`src/rtl/div_pkg.sv`:
```
// Shared types and sizing for the sequential restoring divider.
package div_pkg;

    localparam int unsigned DIV_W_DEFAULT = 4;
    localparam int unsigned CNT_W = $clog2(2 * DIV_W_DEFAULT);

    typedef enum logic [1:0] {
        IDLE = 2'd0,
        RUN  = 2'd1,
        DONE = 2'd2
    } state_t;

    // Step-counter width for a given operand width (counts 2W-1 down to 0).
    function automatic int unsigned cnt_width(input int unsigned w);
        return $clog2(2 * w);
    endfunction

endpackage

```
`src/rtl/div_step.sv`:
```
// One combinational restoring-division step: shift in a dividend bit, trial-subtract the divisor.
module div_step
    import div_pkg::*;
#(
    parameter int unsigned W = DIV_W_DEFAULT
) (
    input  logic [W-1:0] p,
    input  logic         bit_in,
    input  logic [W-1:0] divisor,
    output logic [W-1:0] p_next_c,
    output logic         q_bit_c
);

    logic [W:0] shifted;
    logic [W:0] trial;

    // The partial remainder stays below the divisor, so the shifted value is
    // under twice the divisor and the top bit of the trial is a true sign.
    always_comb begin
        shifted  = {p, bit_in};
        trial    = shifted - {1'b0, divisor};
        q_bit_c  = ~trial[W];
        p_next_c = q_bit_c ? trial[W-1:0] : shifted[W-1:0];
    end

endmodule

```
`src/rtl/seq_divider.sv`:
```
// Sequential restoring divider, 2W/W -> 2W quotient and W remainder, one quotient bit per clock.
// Define SEQ_DIVIDER_SIGNED_EN for two's-complement operands (truncating toward zero).
module seq_divider
    import div_pkg::*;
#(
    parameter int unsigned W = DIV_W_DEFAULT
) (
    input  logic           clk,
    input  logic           rst_n,
    input  logic           start,
    input  logic [2*W-1:0] dividend,
    input  logic [W-1:0]   divisor,
    output logic           busy,
    output logic           done,
    output logic [2*W-1:0] quotient,
    output logic [W-1:0]   remainder,
    output logic           div_zero
);

    localparam int unsigned DW = 2 * W;
    localparam int unsigned CW = cnt_width(W);

    state_t          state;
    logic [W-1:0]    prem;
    logic [DW-1:0]   dreg;
    logic [W-1:0]    dvsr;
    logic [CW-1:0]   cnt;

    logic [W-1:0]    prem_nxt;
    logic            q_bit;
    logic [DW-1:0]   dreg_nxt;
    logic [DW-1:0]   dvd_mag;
    logic [W-1:0]    dvs_mag;
    logic [DW-1:0]   q_fin;
    logic [W-1:0]    r_fin;

    div_step #(.W(W)) u_step (
        .p        (prem),
        .bit_in   (dreg[DW-1]),
        .divisor  (dvsr),
        .p_next_c (prem_nxt),
        .q_bit_c  (q_bit)
    );

    assign dreg_nxt = {dreg[DW-2:0], q_bit};

`ifdef SEQ_DIVIDER_SIGNED_EN
    logic neg_q;
    logic neg_r;

    // Divide magnitudes, then restore signs on the final step.
    always_comb begin
        dvd_mag = dividend[DW-1] ? (DW'(0) - dividend) : dividend;
        dvs_mag = divisor[W-1]   ? (W'(0) - divisor)   : divisor;
        q_fin   = neg_q ? (DW'(0) - dreg_nxt) : dreg_nxt;
        r_fin   = neg_r ? (W'(0) - prem_nxt)  : prem_nxt;
    end

    always_ff @(posedge clk or negedge rst_n) begin
        if (!rst_n) begin
            neg_q <= 1'b0;
            neg_r <= 1'b0;
        end else if (state == IDLE && start) begin
            neg_q <= dividend[DW-1] ^ divisor[W-1];
            neg_r <= dividend[DW-1];
        end
    end
`else
    always_comb begin
        dvd_mag = dividend;
        dvs_mag = divisor;
        q_fin   = dreg_nxt;
        r_fin   = prem_nxt;
    end
`endif

    // Control FSM with registered outputs.
    always_ff @(posedge clk or negedge rst_n) begin
        if (!rst_n) begin
            state     <= IDLE;
            prem      <= '0;
            dreg      <= '0;
            dvsr      <= '0;
            cnt       <= '0;
            busy      <= 1'b0;
            done      <= 1'b0;
            quotient  <= '0;
            remainder <= '0;
            div_zero  <= 1'b0;
        end else begin
            done <= 1'b0;
            case (state)
                IDLE: begin
                    if (start) begin
                        busy <= 1'b1;
                        if (divisor == '0) begin
                            state     <= DONE;
                            done      <= 1'b1;
                            quotient  <= '1;
                            remainder <= dividend[W-1:0];
                            div_zero  <= 1'b1;
                        end else begin
                            state    <= RUN;
                            prem     <= '0;
                            dreg     <= dvd_mag;
                            dvsr     <= dvs_mag;
                            cnt      <= CW'(DW - 1);
                            div_zero <= 1'b0;
                        end
                    end
                end
                RUN: begin
                    prem <= prem_nxt;
                    dreg <= dreg_nxt;
                    cnt  <= cnt - CW'(1);
                    if (cnt == '0) begin
                        state     <= DONE;
                        done      <= 1'b1;
                        quotient  <= q_fin;
                        remainder <= r_fin;
                    end
                end
                DONE: begin
                    state <= IDLE;
                    busy  <= 1'b0;
                end
                default: begin
                    state <= IDLE;
                    busy  <= 1'b0;
                end
            endcase
        end
    end

endmodule
```
`config.mk`:
```
export PLATFORM = sky130hd
export DESIGN_NAME = seq_divider
export DESIGN_NICKNAME = d
export VERILOG_FILES = /design/src/rtl/div_pkg.sv /design/src/rtl/div_step.sv /design/src/rtl/seq_divider.sv
export SDC_FILE = /design/constraint.sdc
export NUM_CORES = 1
export LEC_CHECK = 0
export ABC_AREA = 1
export CAP_MARGIN = 5
export CORE_UTILIZATION = 50
export DETAILED_ROUTE_END_ITERATION = 7
export PLACE_DENSITY = 0.79
export SETUP_SLACK_MARGIN = 0.15
export SLEW_MARGIN = 15
export SYNTH_ARGS = -nofsm -noshare
export SYNTH_HDL_FRONTEND = slang
export SYNTH_SLANG_ARGS = --single-unit
```
`constraint.sdc`:
```
create_clock -name clk -period 3.7 [get_ports clk]
set_input_delay 0.74 -clock clk [delete_from_list [all_inputs] [get_ports clk]]
set_output_delay 0.74 -clock clk [all_outputs]
set_load 0.05 [all_outputs]
```
* After elaboration in Yosys (flattened, before gate mapping)
Cells that the tools add are included.
Widths: inputs -> output; s select.
** Cells by class
- Bitwise operators :: 3
- Eq/ne operators :: 5
- Reductions and logical operators :: 10
- Add/sub/neg operators :: 2
- Mux-type cells :: 28
** Operator list (count)
- $mux 8 :: 5
- $pmux 8 s2 :: 2
- $mux 4 :: 6
- $pmux 4 s2 :: 2
- $ne 2x2->1 const B :: 4
- $mux 2 :: 3
- $mux 3 :: 2
- $pmux 3 s2 :: 1
- $reduce_and 2->1 :: 3
- $reduce_and 3->1 :: 2
- $sub 5x4->5 :: 1
- $logic_not 4->1 :: 1
- $mux 1 :: 4
- $pmux 1 s2 :: 2
- $pmux 2 s2 :: 1
- $reduce_and 4->1 :: 1
- $logic_not 3->1 :: 1
- $not 1->1 :: 3
- $sub 3x1->3 const B :: 1
- $eq 2x1->1 const B :: 1
- $logic_not 2->1 :: 1
- $reduce_bool 2->1 :: 1
** Word-level totals
- Logic and storage cells :: 58
- Output and inout port bits :: 15
- Bits in registers :: 36

* Longest topological paths before layout
- Word-level depth :: 4
- Mapped depth :: 12

* Cells and area by module
From an unflattened synthesis, not the netlist that was laid out.
** Second synthesis, totals
- Cell total of the unflattened synthesis :: 261
- Area total of the unflattened synthesis :: 2152.1 µm²
** By module, submodules not included
- seq_divider :: area an instance 1864.3 µm², cells an instance 212, sequential area each 900.9 µm², times used 1
- div_step :: area an instance 287.8 µm², cells an instance 49, sequential area each 0.0 µm², times used 1

* Worst setup path after synthesis
No wires, ideal clock.
- Path kind :: register to register
- Start :: register dvsr[0]
- End :: register remainder[3]
- Stages on the path, launching flop included :: 11
- Data arrival time :: 1.541 ns
- Path slack :: 2.047 ns
- Setup time :: 0.113 ns
- Path through :: dfrtp_1 -> ha_1 -> fa_1 -> inv_1 -> nand3_1 -> nand3_1 -> nand2_1 -> nand3_1 -> nand3_1 -> nand2_1 -> inv_1
** Between the ends
- Longest elaborated chain between the ends :: 4
** Ends and longest elaborated chain
- from (decl) :: line seq_divider.sv:26 : logic [W-1:0] dvsr;
- from (signal assigned) :: line seq_divider.sv:106 : dvsr <= dvs_mag;
- $sub 5x4->5 :: line div_step.sv:21 : trial = shifted - {1'b0, divisor};
- $mux 4 :: line div_step.sv:23 : p_next_c = q_bit_c ? trial[W-1:0] : shifted[W-1:0];
- $mux 4 :: line seq_divider.sv:116 : if (cnt == '0) begin
- $pmux 4 s2 :: line seq_divider.sv:92 : case (state)
- to (signal assigned) :: line seq_divider.sv:100 : remainder <= dividend[W-1:0];
- to (signal assigned) :: line seq_divider.sv:120 : remainder <= r_fin;
- to (decl) :: line seq_divider.sv:16 : output logic [W-1:0] remainder,
Every way passes these cells. The select of a mux whose other input is x is not followed.
A chain may end at the register's enable or synchronous reset.

* Worst setup path after layout
- Start :: register quotient[7]
- End :: output port quotient[7]
** RTL lines
- from (decl) :: line seq_divider.sv:15 : output logic [2*W-1:0] quotient,
- from (signal assigned) :: line seq_divider.sv:119 : quotient <= q_fin;
No word-level cell between the ends.

==> results.cfg <==
[status]
status = completed

[synth]
syn_area_mm2 = 0.001798
async_flop_share = 1.000
yosysWarnings = 0
mappedNetlistNets = 236
ys_types = 20
synthCells = 214
synth_ff_type = dfrtp_1
syn_avg_cell_area_um2 = 8.402
ys_seq_area_frac = 0.5010
synth_edf_count = 0
synth_seq_cells = 36

[run]
drv_cap = 0

[finish]
finalNetCount = 267
syn2layout_area_growth_pct = 21.64
fin_util = 0.6453
final_common_cell = dfrtp_1
diodes = 0
layout_common_cells = dfrtp_1 (36), inv_1 (34), nand2_1 (34), clkdlybuf4s50_1 (29), nor2_1 (26)
layout-drive-gt1-share = 0.06504
fillers = 290
final_cells = 292

[timing]
tightestPinTransition_ns = 0.6971
worst_slack_ns = 1.435
fin_crit_sh = 0.6121
slew_headroom = 0.5342
max_freq_mhz = 441.6
tns_ns = 0
fin_skew_ns = 0.006899
timing.hold.ws_ns = 0.5022
setup_violations = 0
slew_viol_final = 0
rsz0062_at_grt = no
fin_crit_ns = 2.265
final_hold_viol_count = 0

[cts]
clockBufferDepth = 2
path_clk_slew_ns = 0.10
h-tree-depth = 2
numCtsBuffers = 5
post_cts_buffers = 0
cts_sinks = 36
cts_tree = built
clockRootBuffer = clkbuf_4
ctsHoldBuffers = 0
ctsResizeCount = 0
insertion_delay_ns = 0.34

[power_and_ir_drop]
power.clock.fraction = 0.123
ir_drop_v = 0.0006800
leakage_nw = 1.076
pwr-share-comb = 0.576
seqPwrFrac = 0.302
p_sw_frac = 0.4784
power.density_mw_per_mm2 = 996.6
p_switching_w = 0.001043
p_int_w = 0.001137

[setup_path]
path_cells = clkdlybuf4s50_1
r2r-start = state[1]
cp_top_family = buffers and inverters
cp-start-kind = flop
critPathArrivalTime_ns = 1.52
r2r_slack_ns = 1.76
r2r-end = remainder[3]
critPathMaxFanout = 2
max_stage_delay_ns = 0.81
end_kind = output pin
cp_slowest_cell = clkdlybuf4s50_1
crit_type = flop to output pin
path_buf_inv = 1
r2r_cells = 8
crit_required_ns = 2.96

[route]
postRouteAntennaNets = 0
first_pass_iters = 4
wl_per_cell_um = 11.69
via_per_inst = 4.969
vias = 1451
drt-initial-drc-count = 76
post-route-drc-count = 0
drt_wl_total_um = 3414

[worst_hold_path]
hold_end = cnt[2]
min_path_cells = 1
min_from = cnt[2]
hp-class = flop to flop

[place]
placed_cells = 284
place_congestion = 0.8201
dp_hpwl_um = 2573
io_buffers = 29
place_ws_ns = 1.429

[global_routing]
grt_overflow = 0
grt_first_pass_wirelength_um = 5720
grt_pass1_vias = 1281
grt_start_max_net_pins = 37
antenna_found_initial = 0
track_usage = 0.2108

[floorplanning]
die_height_um = 61.97
die-area_mm2 = 0.003840
core-area_mm2 = 0.003390
ios = 30
die_w_um = 61.97
start_util = 0.5305
rows = 21
[per-layer routing]
metal / GRT usage / up-vias / part of all wire
met4: 0.06667 / 0 / 0.017
met1: 0.2898 / 668 / 0.49
met5: 0 / - / 0
met3: 0.06211 / 6 / 0.039
li1: - / 747 / -
met2: 0.3222 / 30 / 0.45
[stage by stage]
step                area (µm²)  power [W]
floorplan                 1798   0.001614
global placement          2111   0.001886
detailed placement        2111   0.001925
CTS                       2187   0.002190
global route              2187   0.002382
finish                    2187   0.002180
[power by group through the flow]
stage	sequential (W)	combinational (W)	clock [W]
floorplan	0.000896	0.000718	0
global placement	0.000661	0.00122	0
detailed placement	0.000667	0.00126	0
CTS	0.000660	0.00126	0.000271
global route	0.000678	0.00141	0.000291
finish	0.000658	0.00125	0.000267
[synthesized netlist by cell type (4+ instances only)]
master / count / area share
dfrtp_1: 36 / 0.50
inv_1: 34 / 0.071
nand2_1: 34 / 0.071
nor2_1: 26 / 0.054
nand3_1: 23 / 0.064
o21ai_0: 15 / 0.042
a31oi_1: 8 / 0.028
ha_1: 6 / 0.042
o211ai_1: 6 / 0.025
a21oi_1: 4 / 0.011
buf_2: 4 / 0.011
or2_1: 4 / 0.014
[area by class of cell]
type | count | area, µm² | share of cell area
clock inverters | 2 | 35.03 | 0.01602
inverters | 37 | 138.9 | 0.06350
well taps | 46 | 57.56 | 0.02632
multi-input cells | 135 | 715.7 | 0.3272
clock buffers | 6 | 41.29 | 0.01888
flip-flops and latches | 36 | 900.9 | 0.4119
repair buffers | 30 | 297.8 | 0.1362
[cells by family (layout without fill, tap and decap cells)]
| kind of cell | count (synthesis) | count (layout) | synth area share |
|---|---|---|---|
| simple gates | 92 | 92 | 0.2262 |
| buf+inv | 43 | 75 | 0.1009 |
| flops | 36 | 36 | 0.5010 |
| compound gates | 35 | 35 | 0.1141 |
| fa+ha+maj | 7 | 7 | 0.05289 |
| xor+xnor | 1 | 1 | 0.004872 |
[sequential cells by signal, summed over array words and instances, names as in the netlist, 2 cells and up]
signal,flops
cnt,3
prem,4
remainder,4
state,2
dvsr,4
quotient,8
dreg,8
[worst max-delay path by stage]
stage	from	to	cells past startpoint
2_1_floorplan	dvsr[0]	remainder[3]	10
3_3_place_gp	divisor[0]	dvsr[0]	8
3_5_place_dp	divisor[0]	dvsr[0]	8
4_1_cts	quotient[7]	quotient[7]	1
5_1_grt	quotient[7]	quotient[7]	1
6_report	quotient[7]	quotient[7]	1
Power figures use the tool's default switching activity.
